File: config.mk
export PLATFORM = sky130hd
export DESIGN_NAME = idli_sqi_mem_m
export DESIGN_NICKNAME = d
export VERILOG_FILES = /design/src/rtl/idli_pkg.sv /design/src/rtl/idli_sqi_mem_array_m.sv /design/src/rtl/idli_sqi_mem_m.sv
export SDC_FILE = /design/constraint.sdc
export NUM_CORES = 1
export LEC_CHECK = 0
export ABC_AREA = 1
export ABC_CLOCK_PERIOD_IN_PS = 1900
export CAP_MARGIN = 20
export CORE_ASPECT_RATIO = 0.7
export CORE_MARGIN = 1.5
export CORE_UTILIZATION = 40
export DETAILED_ROUTE_END_ITERATION = 6
export DONT_BUFFER_PORTS = 1
export GPL_TIMING_DRIVEN = 0
export PLACE_DENSITY_LB_ADDON = 0.25
export SETUP_SLACK_MARGIN = 0.5
export SYNTH_ARGS = -nofsm -noshare
export SYNTH_HDL_FRONTEND = slang
export SYNTH_SLANG_ARGS = --single-unit
File: constraint.sdc
create_clock -name i_mem_gck -period 1.9 [get_ports i_mem_gck]
set_input_delay 0.38 -clock i_mem_gck [delete_from_list [all_inputs] [get_ports i_mem_gck]]
set_output_delay 0.38 -clock i_mem_gck [all_outputs]
set_load 0.05 [all_outputs]
File: src/rtl/idli_pkg.sv
// Shared SQI types and constants for the idli core and its SQI memory responder.
package idli_pkg;

    typedef enum logic {
        SQI_MODE_OUT = 1'b0,
        SQI_MODE_IN  = 1'b1
    } sqi_mode_t;

    typedef enum logic [2:0] {
        SQI_MEM_IDLE  = 3'd0,
        SQI_MEM_CMD   = 3'd1,
        SQI_MEM_ADDR  = 3'd2,
        SQI_MEM_DUMMY = 3'd3,
        SQI_MEM_RD    = 3'd4,
        SQI_MEM_WR    = 3'd5,
        SQI_MEM_IGN   = 3'd6
    } sqi_mem_state_t;

    localparam logic [7:0] SQI_CMD_READ      = 8'h03;
    localparam logic [7:0] SQI_CMD_WRITE     = 8'h02;
    localparam int         SQI_ADDR_NIBBLES  = 6;
    localparam int         SQI_DUMMY_NIBBLES = 2;

    // High nibble goes out first on the wire.
    function automatic logic [3:0] sqi_nibble(input logic [7:0] b, input logic lo);
        return lo ? b[3:0] : b[7:4];
    endfunction

endpackage

File: src/rtl/idli_sqi_mem_array_m.sv
// DEPTH x 8 register array: one synchronous write port, combinational reads.
// The second (backdoor) read port exists only with IDLI_SQI_MEM_BACKDOOR_EN.
module idli_sqi_mem_array_m
    import idli_pkg::*;
#(
    parameter  int DEPTH = 64,
    localparam int AW    = $clog2(DEPTH)
) (
    input  logic          clk,
    input  logic          i_we,
    input  logic [AW-1:0] i_waddr,
    input  logic [7:0]    i_wdata,
    input  logic [AW-1:0] i_raddr,
    output logic [7:0]    o_rdata
`ifdef IDLI_SQI_MEM_BACKDOOR_EN
    ,
    input  logic [AW-1:0] i_bd_raddr,
    output logic [7:0]    o_bd_rdata
`endif
);

    logic [7:0] mem_q [DEPTH];

    always_ff @(posedge clk) begin
        if (i_we) begin
            mem_q[i_waddr] <= i_wdata;
        end
    end

    assign o_rdata = mem_q[i_raddr];

`ifdef IDLI_SQI_MEM_BACKDOOR_EN
    assign o_bd_rdata = mem_q[i_bd_raddr];
`endif

endmodule

File: src/rtl/idli_sqi_mem_m.sv
// Quad-SPI serial SRAM responder (23LC1024-style: cmd, 24-bit addr, byte data).
// Define IDLI_SQI_MEM_BACKDOOR_EN to add a backdoor preload/inspect port.
module idli_sqi_mem_m
    import idli_pkg::*;
#(
    parameter  int DEPTH = 64,
    localparam int AW    = $clog2(DEPTH)
) (
    input  logic          i_mem_gck,
    input  logic          i_mem_rst_n,
    input  logic          i_mem_sqi_sck,
    input  logic          i_mem_sqi_cs,
    input  sqi_mode_t     i_mem_sqi_mode,
    input  logic [3:0]    i_mem_sqi_data,
    output logic [3:0]    o_mem_sqi_data,
    output logic          o_mem_sqi_oe,
    output logic          o_mem_err
`ifdef IDLI_SQI_MEM_BACKDOOR_EN
    ,
    input  logic          i_mem_bd_we,
    input  logic [AW-1:0] i_mem_bd_addr,
    input  logic [7:0]    i_mem_bd_data,
    output logic [7:0]    o_mem_bd_data
`endif
);

    sqi_mem_state_t state_q, state_d;
    logic           sck_q;
    logic [2:0]     cnt_q, cnt_d;
    logic [AW-1:0]  addr_q, addr_d;
    logic [3:0]     nib_q, nib_d;
    logic           is_rd_q, is_rd_d;
    logic           err_q, err_d;
    logic           oe_q, oe_d;
    logic [3:0]     dout_q, dout_d;

    logic           rise, fall;
    logic           sqi_we;
    logic [7:0]     sqi_wdata;
    logic [7:0]     rd_byte;
    logic           mem_we;
    logic [AW-1:0]  mem_waddr;
    logic [7:0]     mem_wdata;

    assign rise = i_mem_sqi_sck & ~sck_q;
    assign fall = ~i_mem_sqi_sck & sck_q;

    always_comb begin
        state_d   = state_q;
        cnt_d     = cnt_q;
        addr_d    = addr_q;
        nib_d     = nib_q;
        is_rd_d   = is_rd_q;
        err_d     = err_q;
        oe_d      = 1'b0;
        dout_d    = 4'h0;
        sqi_we    = 1'b0;
        sqi_wdata = {nib_q, i_mem_sqi_data};

        if (i_mem_sqi_cs) begin
            state_d = SQI_MEM_IDLE;
            cnt_d   = 3'd0;
        end else begin
            case (state_q)
                SQI_MEM_IDLE: begin
                    state_d = SQI_MEM_CMD;
                    cnt_d   = 3'd0;
                end
                SQI_MEM_CMD: begin
                    if (rise) begin
                        if (cnt_q[0] == 1'b0) begin
                            nib_d = i_mem_sqi_data;
                            cnt_d = 3'd1;
                        end else begin
                            cnt_d = 3'd0;
                            case ({nib_q, i_mem_sqi_data})
                                SQI_CMD_READ: begin
                                    state_d = SQI_MEM_ADDR;
                                    is_rd_d = 1'b1;
                                end
                                SQI_CMD_WRITE: begin
                                    state_d = SQI_MEM_ADDR;
                                    is_rd_d = 1'b0;
                                end
                                default: begin
                                    state_d = SQI_MEM_IGN;
                                    err_d   = 1'b1;
                                end
                            endcase
                        end
                    end
                end
                SQI_MEM_ADDR: begin
                    if (rise) begin
                        // Upper address bits simply shift out of the top.
                        addr_d = AW'({addr_q, i_mem_sqi_data});
                        if (cnt_q == 3'(SQI_ADDR_NIBBLES - 1)) begin
                            cnt_d   = 3'd0;
                            state_d = is_rd_q ? SQI_MEM_DUMMY : SQI_MEM_WR;
                        end else begin
                            cnt_d = cnt_q + 3'd1;
                        end
                    end
                end
                SQI_MEM_DUMMY: begin
                    if (rise) begin
                        if (cnt_q == 3'(SQI_DUMMY_NIBBLES - 1)) begin
                            cnt_d   = 3'd0;
                            state_d = SQI_MEM_RD;
                        end else begin
                            cnt_d = cnt_q + 3'd1;
                        end
                    end
                end
                SQI_MEM_RD: begin
                    if (rise) begin
                        cnt_d = {2'b00, ~cnt_q[0]};
                        if (cnt_q[0]) begin
                            addr_d = addr_q + AW'(1);
                        end
                    end
                    oe_d = (i_mem_sqi_mode == SQI_MODE_IN);
                    // Reload on fall (or when drive starts) so the nibble is settled by the next rise.
                    if (oe_d) begin
                        dout_d = (!oe_q || fall) ? sqi_nibble(rd_byte, cnt_q[0]) : dout_q;
                    end
                end
                SQI_MEM_WR: begin
                    if (rise) begin
                        if (cnt_q[0] == 1'b0) begin
                            nib_d = i_mem_sqi_data;
                            cnt_d = 3'd1;
                        end else begin
                            sqi_we = 1'b1;
                            addr_d = addr_q + AW'(1);
                            cnt_d  = 3'd0;
                        end
                    end
                end
                SQI_MEM_IGN: begin
                    state_d = SQI_MEM_IGN;
                end
                default: begin
                    state_d = SQI_MEM_IDLE;
                    cnt_d   = 3'd0;
                end
            endcase
        end
    end

    always_ff @(posedge i_mem_gck) begin
        if (!i_mem_rst_n) begin
            state_q <= SQI_MEM_IDLE;
            sck_q   <= 1'b0;
            cnt_q   <= 3'd0;
            addr_q  <= '0;
            nib_q   <= 4'h0;
            is_rd_q <= 1'b0;
            err_q   <= 1'b0;
            oe_q    <= 1'b0;
            dout_q  <= 4'h0;
        end else begin
            state_q <= state_d;
            sck_q   <= i_mem_sqi_sck;
            cnt_q   <= cnt_d;
            addr_q  <= addr_d;
            nib_q   <= nib_d;
            is_rd_q <= is_rd_d;
            err_q   <= err_d;
            oe_q    <= oe_d;
            dout_q  <= dout_d;
        end
    end

`ifdef IDLI_SQI_MEM_BACKDOOR_EN
    // The backdoor owns the shared write port whenever it writes.
    assign mem_we    = i_mem_bd_we | sqi_we;
    assign mem_waddr = i_mem_bd_we ? i_mem_bd_addr : addr_q;
    assign mem_wdata = i_mem_bd_we ? i_mem_bd_data : sqi_wdata;
`else
    assign mem_we    = sqi_we;
    assign mem_waddr = addr_q;
    assign mem_wdata = sqi_wdata;
`endif

    idli_sqi_mem_array_m #(
        .DEPTH (DEPTH)
    ) u_array (
        .clk        (i_mem_gck),
        .i_we       (mem_we),
        .i_waddr    (mem_waddr),
        .i_wdata    (mem_wdata),
        .i_raddr    (addr_q),
        .o_rdata    (rd_byte)
`ifdef IDLI_SQI_MEM_BACKDOOR_EN
        ,
        .i_bd_raddr (i_mem_bd_addr),
        .o_bd_rdata (o_mem_bd_data)
`endif
    );

    assign o_mem_sqi_data = dout_q;
    assign o_mem_sqi_oe   = oe_q;
    assign o_mem_err      = err_q;

endmodule
==> impl_metrics.tcl, run 1 <==
set metrics [dict create \
    status "finished, violations left" \
    violations "setup timing" \
    routed_wl_um 80900 \
    clk_latency_ns 0.60 \
    track_usage_pct 26.7 \
    netlist.area_leader.share_pct 68.6 \
    synth_common_cells "nand2_1 (685), edfxtp_1 (512), nand3_1 (457), nor2_1 (92), buf_2 (60)" \
    maxSlewViolCount 0 \
    routed_via_density 5.74 \
    fin_util_pct 53.3 \
    m1WireLength_um 33900 \
    synth_area_um2 22400 \
    hp-class "in -> reg" \
    dp_hpwl_um 49900 \
    antenna_found_initial 2 \
    nNetsFinal 2176 \
    ys_warn_count 0 \
    arrival_ns 2.57 \
    fin_area_um2 29500 \
    synth_nets 1995 \
    yosysTopAreaCell "edfxtp_1" \
    top_layer_used "met5" \
    synth_edf_count 512 \
    synth_ff_type "edfxtp_1" \
    async_flop_share_pct 0 \
    cts_buffers 50 \
    min_period_ns 2.07 \
    finalClockSkew_ns 0.0192 \
    ys_seq_area_share_pct 71.3 \
    met2_length_um 33000 \
    clk_pin_slew_ns 0.06 \
    path_class "reg -> reg" \
    ioPinCount 15 \
    start_util_pct 40.5 \
    cp-end-kind "flop" \
    peakVddDrop_mv 0.653 \
    die_w_um 286 \
    drt-initial-drc-count 2444 \
    wl_met3_um 11500 \
    ant_nets 0 \
    start_kind "flop" \
    vias 16917 \
    worst_pin_slew_ns 0.967 \
    htree_levels 2 \
    globalplace.congestion 0.942 \
    clk_path_buf_depth 3 \
    hp-start "i_mem_sqi_cs" \
    drive_gt1_share_pct 29.0 \
    grt_pass1_wl_um 109000 \
    rsz0062_at_grt "true" \
    rows 72 \
    placedInstanceArea_um2 23500 \
    wire_per_inst_um 27.5 \
    area_delta_synth_final_pct 31.5 \
    fin_crit_sh_pct 109 \
    yosysUniqueCellTypes 33 \
    finalHoldViolCount 0 \
    grt_max_degree 67 \
    synth.area.top_cells "edfxtp_1 (69%), nand2_1 (11%), nand3_1 (10%), dfxtp_1 (2.7%), nor2_1 (1.5%)" \
    r2r_slack_ns -0.17 \
    min_to "state_q[1]$_SDFFE_PP0P_" \
    fmax_mhz 482 \
    min_path_cells 3 \
    yosysMostFrequentCell "nand2_1" \
    drv_cap 0 \
    die_y_um 201 \
    slew_headroom_pct 35.1 \
    grt_overflow 0 \
    clockRootBuffer "clkbuf_16" \
    p_leak_uw 0.0106 \
    critPathMaxFanout 6 \
    io_buffers 0 \
    drc 0 \
    syn_avg_cell_area_um2 11.3 \
    tns_ns -39.84 \
    r2r-end "o_mem_sqi_data[1]$_SDFFE_PP0P_" \
    p_per_area_nw_per_um2 909 \
    setup_viol 503 \
    cts_sinks 542 \
    grt_pass1_vias 15655 \
    die_area_um2 57500 \
    ff2ff_path_depth 16 \
    ys_ff_latch 542 \
    core_area_um2 55300 \
    setup_slack_ns -0.173 \
    synth_cells 1985 \
    cts_tree "built" \
    pre_cts_slack_ns -1.43 \
    drt_pass1_iterations 6 \
    cp_data_required_time_ns 2.40 \
    power_uw 26800 \
]
report_power, final:
| group | leakage [uW] | switching [uW] | internal, uW | total [uW] |
|---|---|---|---|---|
| Sequential | 0.00515 | 77.9 | 13100 | 13200 |
| Combinational | 0.00468 | 2510 | 1130 | 3640 |
| Clock | 0.000765 | 4450 | 5560 | 10000 |
| Total | 0.0106 | 7030 | 19800 | 26800 |
stage by stage:
step | std cells | hold WS [ns]
CTS | 2917 | 0.00799
detailed placement | 2726 | 0.444
global route | 2944 | 0.0479
floorplan | 1985 | 0.424
global placement | 2725 | 0.448
finish | 2945 | 0.0356
placed cells by master (no fill, tap or decap), types with 17 or more instances in the layout:
| cell type | netlist | final |
|---|---|---|
| nor2_1 | 92 | 21 |
| nand3_1 | 457 | 286 |
| buf_6 | 28 | 92 |
| inv_1 | 37 | 30 |
| nand3_4 | 0 | 43 |
| buf_4 | 2 | 32 |
| clkbuf_16 | 0 | 56 |
| nand2_2 | 0 | 46 |
| buf_12 | 0 | 70 |
| nor2_4 | 0 | 68 |
| nand2_1 | 685 | 631 |
| nand3_2 | 0 | 128 |
| edfxtp_1 | 512 | 512 |
| clkbuf_1 | 12 | 17 |
critical path, stage by stage, from the launching register on:
cell and delay (ns):
dfxtp_2 0.34, buf_12 0.16, inv_16 0.06, clkbuf_16 0.19
clkbuf_16 0.17, nand2_1 0.08, nand3_2 0.09, nand3_4 0.14
nand2_2 0.06, nand2_1 0.09, nand3_2 0.11, nand3_2 0.09
nand2_2 0.08, nand2_2 0.08, nand3_4 0.09, nand2_2 0.10
inv_2 0.03
cells by family (layout without fill, tap and decap cells):
family	count (synthesis)	in the layout	share of synthesized area, %
compound gates	42	42	1.06
xor+xnor	1	1	0.0391
flops	542	542	71.3
simple gates	1244	1244	23.6
fa+ha+maj	1	1	0.0558
buf+inv	155	374	3.98
other cells	0	1	0
metal layers:
layer  up-vias  global-route usage, %
met5         -                   1.75
met4         4                   7.80
met1      8478                   39.1
li1       7331                      -
met2       954                   35.9
met3       150                   10.8
registers in the layout (all words and copies together), names as in the netlist, named ones only:
name            count
o_mem_err           1
addr_q              6
state_q             3
o_mem_sqi_data      4
is_rd_q             1
nib_q               4
cnt_q               3
o_mem_sqi_oe        1
sck_q               1
u_array.mem_q     512
worst max-delay path by stage:
stage                                           endpoint  slack (ns)  cells after the start
after CTS                 o_mem_sqi_data[1]$_SDFFE_PP0P_       -0.13                     16
after detailed placement  u_array.mem_q[17][3]$_DFFE_PP_       -1.43                      6
final                     o_mem_sqi_data[1]$_SDFFE_PP0P_       -0.17                     16
after global routing      o_mem_sqi_data[1]$_SDFFE_PP0P_       -0.27                     16
after global placement    u_array.mem_q[17][7]$_DFFE_PP_       -1.41                      6
after floorplan           u_array.mem_q[22][0]$_DFFE_PP_       -0.04                      7
cell type report:
cell class | count | area (um^2)
timing repair buffer | 128 | 1990
tap | 740 | 926
multi-input combinational | 1288 | 7520
sequential | 542 | 16000
clock inverter | 21 | 171
clock buffer | 69 | 1410
timing repair inverter | 1 | 7.51
inverter | 42 | 196
fill | 4538 | 25800
buffer | 113 | 1230
antenna | 1 | 2.50
what timing repair did:
action / in CTS / in global routing
pin swaps: 89 / 122
endpoints found under the hold margin: 267 / 1
gates cloned: 0 / 4
setup endpoints to repair: 545 / 547
hold buffers: 5 / 1
gates resized for setup: 397 / 255
setup buffers: 96 / 22
Note: power is estimated with default switching activity, not from simulation.
==> run 2, diff against run 1 <==
--- a/config.mk
+++ b/config.mk
@@ -5,12 +5,12 @@
 export SDC_FILE = /design/constraint.sdc
 export NUM_CORES = 1
 export LEC_CHECK = 0
-export ABC_AREA = 1
 export ABC_CLOCK_PERIOD_IN_PS = 1900
 export CAP_MARGIN = 20
 export CORE_ASPECT_RATIO = 0.7
 export CORE_MARGIN = 1.5
 export CORE_UTILIZATION = 40
+export CTS_CLUSTER_DIAMETER = 100
 export DETAILED_ROUTE_END_ITERATION = 6
 export DONT_BUFFER_PORTS = 1
 export GPL_TIMING_DRIVEN = 0
==> impl_metrics.tcl, run 2 <==
set metrics [dict create \
    synth_top_family_by_area "multiplexers" \
    p_per_area_nw_per_um2 852 \
    p_switching_uw 5060 \
    finalHoldViolCount 0 \
    vias 12695 \
    yosysUniqueCellTypes 55 \
    synth_cells 1144 \
    synth_compound_area_share_pct 4.22 \
    fmax_mhz 426 \
    arrival_ns 2.81 \
    mostFrequentLayoutCells "edfxtp_1 (512), mux4_2 (95), buf_12 (80), nor2_4 (68), buf_6 (59)" \
    yosys.area_share.simple_pct 4.90 \
    met2_usage_pct 33.7 \
    largest_register_ffs 512 \
    start_kind "flop" \
    synth_common_cells "edfxtp_1 (512), nor2_1 (92), mux4_2 (91), mux2i_1 (65), a22oi_1 (33)" \
    slew_headroom_pct 39.0 \
    largest_register "u_array.mem_q" \
    seqPwrFrac_pct 54.2 \
    critPathMaxFanout 10 \
    cts_tree "built" \
    setup_slack_ns -0.449 \
    status "finished, violations left" \
    fin_area_um2 28200 \
    p_int_uw 19000 \
    routed_wl_um 69200 \
    r2r_slack_ns -0.45 \
    netlist.area_leader.share_pct 71.4 \
    dp_hpwl_um 40000 \
    swShare_pct 21.1 \
    drive_gt1_share_pct 41.6 \
    synth_area_um2 21500 \
    start_util_pct 40.9 \
    crit_chain "buf_12 -> buf_4 -> buf_12 -> mux4_2 -> a22oi_1 -> nand2_1 -> a21o_1 -> nor4_1 -> nor3_1" \
    grt_max_degree 67 \
    synth_edf_count 512 \
    maxSlewViolCount 0 \
    path_class "reg -> reg" \
    synth.area.top_cells "edfxtp_1 (71%), mux4_2 (9.5%), mux2i_1 (3.0%), dfxtp_1 (2.8%), nor2_1 (1.6%)" \
    finalClockSkew_ns 0.0196 \
    pre_cts_slack_ns -1.12 \
    synthAdderAreaFrac_pct 0.0581 \
    synth_ff_type "edfxtp_1" \
    crit_top_cell "buf_12" \
    hold_ws_ns 0.0417 \
    clkPwrFrac_pct 41.8 \
    clk_pin_slew_ns 0.07 \
    peakVddDrop_mv 0.809 \
    grt_overflow 0 \
    io_buffers 0 \
    yosysTopAreaCell "edfxtp_1" \
    die_y_um 197 \
    cpPeakStageDelay_ns 0.56 \
    diodes 0 \
    routed_via_density 5.98 \
    core_area_um2 52700 \
    track_usage_pct 24.9 \
    ys_warn_count 0 \
    min_period_ns 2.35 \
    yosysMostFrequentCell "edfxtp_1" \
    syn_avg_cell_area_um2 18.8 \
    htree_levels 2 \
    cp-end-kind "flop" \
    worst_pin_slew_ns 0.913 \
    placedInstanceArea_um2 23200 \
    synth_nets 1154 \
    grt_pass1_wl_um 94200 \
    globalplace.congestion 0.936 \
    clockRootBuffer "clkbuf_16" \
    die_area_um2 55300 \
    drc 0 \
    p_leak_uw 0.00828 \
    layout_commonest_cell "edfxtp_1" \
    grt_pass1_vias 12075 \
    async_flop_share_pct 0 \
    rows 70 \
    worstPathBufferInverterCount 3 \
    synthMuxAreaShare_pct 14.5 \
    fin_crit_sh_pct 124 \
    drt_pass1_iterations 5 \
    ys_seq_area_share_pct 74.2 \
    setup_viol 510 \
    gr-usage-met3_pct 10.8 \
    cp_top_family "multiplexers" \
    synth_xor_area_share_pct 0.0407 \
    reg_top3 "u_array.mem_q (512), addr_q (6)" \
    rsz0062_at_grt "true" \
    drv_cap 0 \
    violations "setup timing" \
    ys_ff_latch 542 \
    wire_per_inst_um 32.6 \
    cp_slowest_cell "mux4_2" \
    busiest_layer "met1" \
    ioPinCount 15 \
    cts_sinks 542 \
    drt-initial-drc-count 1758 \
    cts_buffers 50 \
    clk_path_buf_depth 3 \
    nNetsFinal 1373 \
    clk_latency_ns 0.58 \
    hp-class "in -> reg" \
    cp_data_required_time_ns 2.37 \
    pwr-share-comb_pct 4.0 \
    antenna_found_initial 3 \
    die_w_um 280 \
    ant_nets 0 \
    area_delta_synth_final_pct 30.9 \
    tns_ns -68.07 \
    grtUsageMet1_pct 36.7 \
]
==> run 2: cell types whose count changed in the layout (fill, tap and decap cells not counted), sizes merged, moves of 18 or more <==
cell	previous run	this run
a21oi	13	31
inv	40	5
mux4	0	104
mux2i	0	65
a22oi	0	33
nor2b	0	25
nand3	457	18
nand2	685	32
==> run 2: layout make-up <==
cell class | count | area, um^2
Buffer | 62 | 840
Clock buffer | 64 | 1370
Clock inverter | 27 | 226
Fill cell | 4062 | 24500
Inverter | 6 | 26.3
Multi-Input combinational cell | 534 | 6340
Sequential cell | 542 | 16000
Tap cell | 720 | 901
Timing Repair Buffer | 167 | 2480
==> run 2: layer usage <==
metal	up-vias	share of wire, %
li1	5137	-
met1	6613	42
met3	113	14
met5	-	0
met4	0	2.2
met2	832	41
==> run 2: cell families after synthesis <==
kind of cell,Yosys count
DFF,542
adders and majority gates,1
buffers and inverters,68
AOI/OAI and AO/OA,134
xor gates and xnor gates,1
muxes,176
and+or+nand+nor,222
==> run 2: power by group through the flow <==
stage                     sequential, uW  combinational, uW  clock (uW)
final                              13000                960       10000
after global routing               13000                995       10500
after CTS                          13000                842       10100
after detailed placement           13300                522           0
after global placement             13300                514           0
after floorplan                    13300                367           0
==> run 2: through the flow <==
step                total power (uW)  cells  utilization (%)
floorplan                      13700   1144                -
detailed placement             13800   1865             44.0
global route                   24600   2122             53.5
CTS                            24000   2106             52.8
global placement               13800   1864             44.0
finish                         24000   2122             53.5
==> run 2: worst register-to-register path, stage by stage, from the launching register on <==
cell and delay [ns]:
dfxtp_4 0.37, buf_12 0.14, buf_4 0.13, buf_12 0.17, mux4_2 0.56, a22oi_1 0.25
nand2_1 0.16, a21o_1 0.21, nor4_1 0.16, nor3_1 0.09
==> run 2: final timing paths <==
path                                         end  cells after the start                 start
setup / recovery  o_mem_sqi_data[2]$_SDFFE_PP0P_                      9                  flop
hold / removal           o_mem_sqi_oe$_SDFF_PP0_                      2        i_mem_sqi_mode
setup reg to reg  o_mem_sqi_data[2]$_SDFFE_PP0P_                      9                  flop
hold reg to reg             is_rd_q$_SDFFE_PN0P_                      2  is_rd_q$_SDFFE_PN0P_
==> run 2: what timing repair did <==
action                                  CTS  global route
gates resized for setup                 220            61
hold endpoints to repair                262             0
gates cloned                              4             0
buffers inserted                        138            16
hold buffers                              8             0
endpoints found under the setup margin  543           546
pin swaps                                90            79
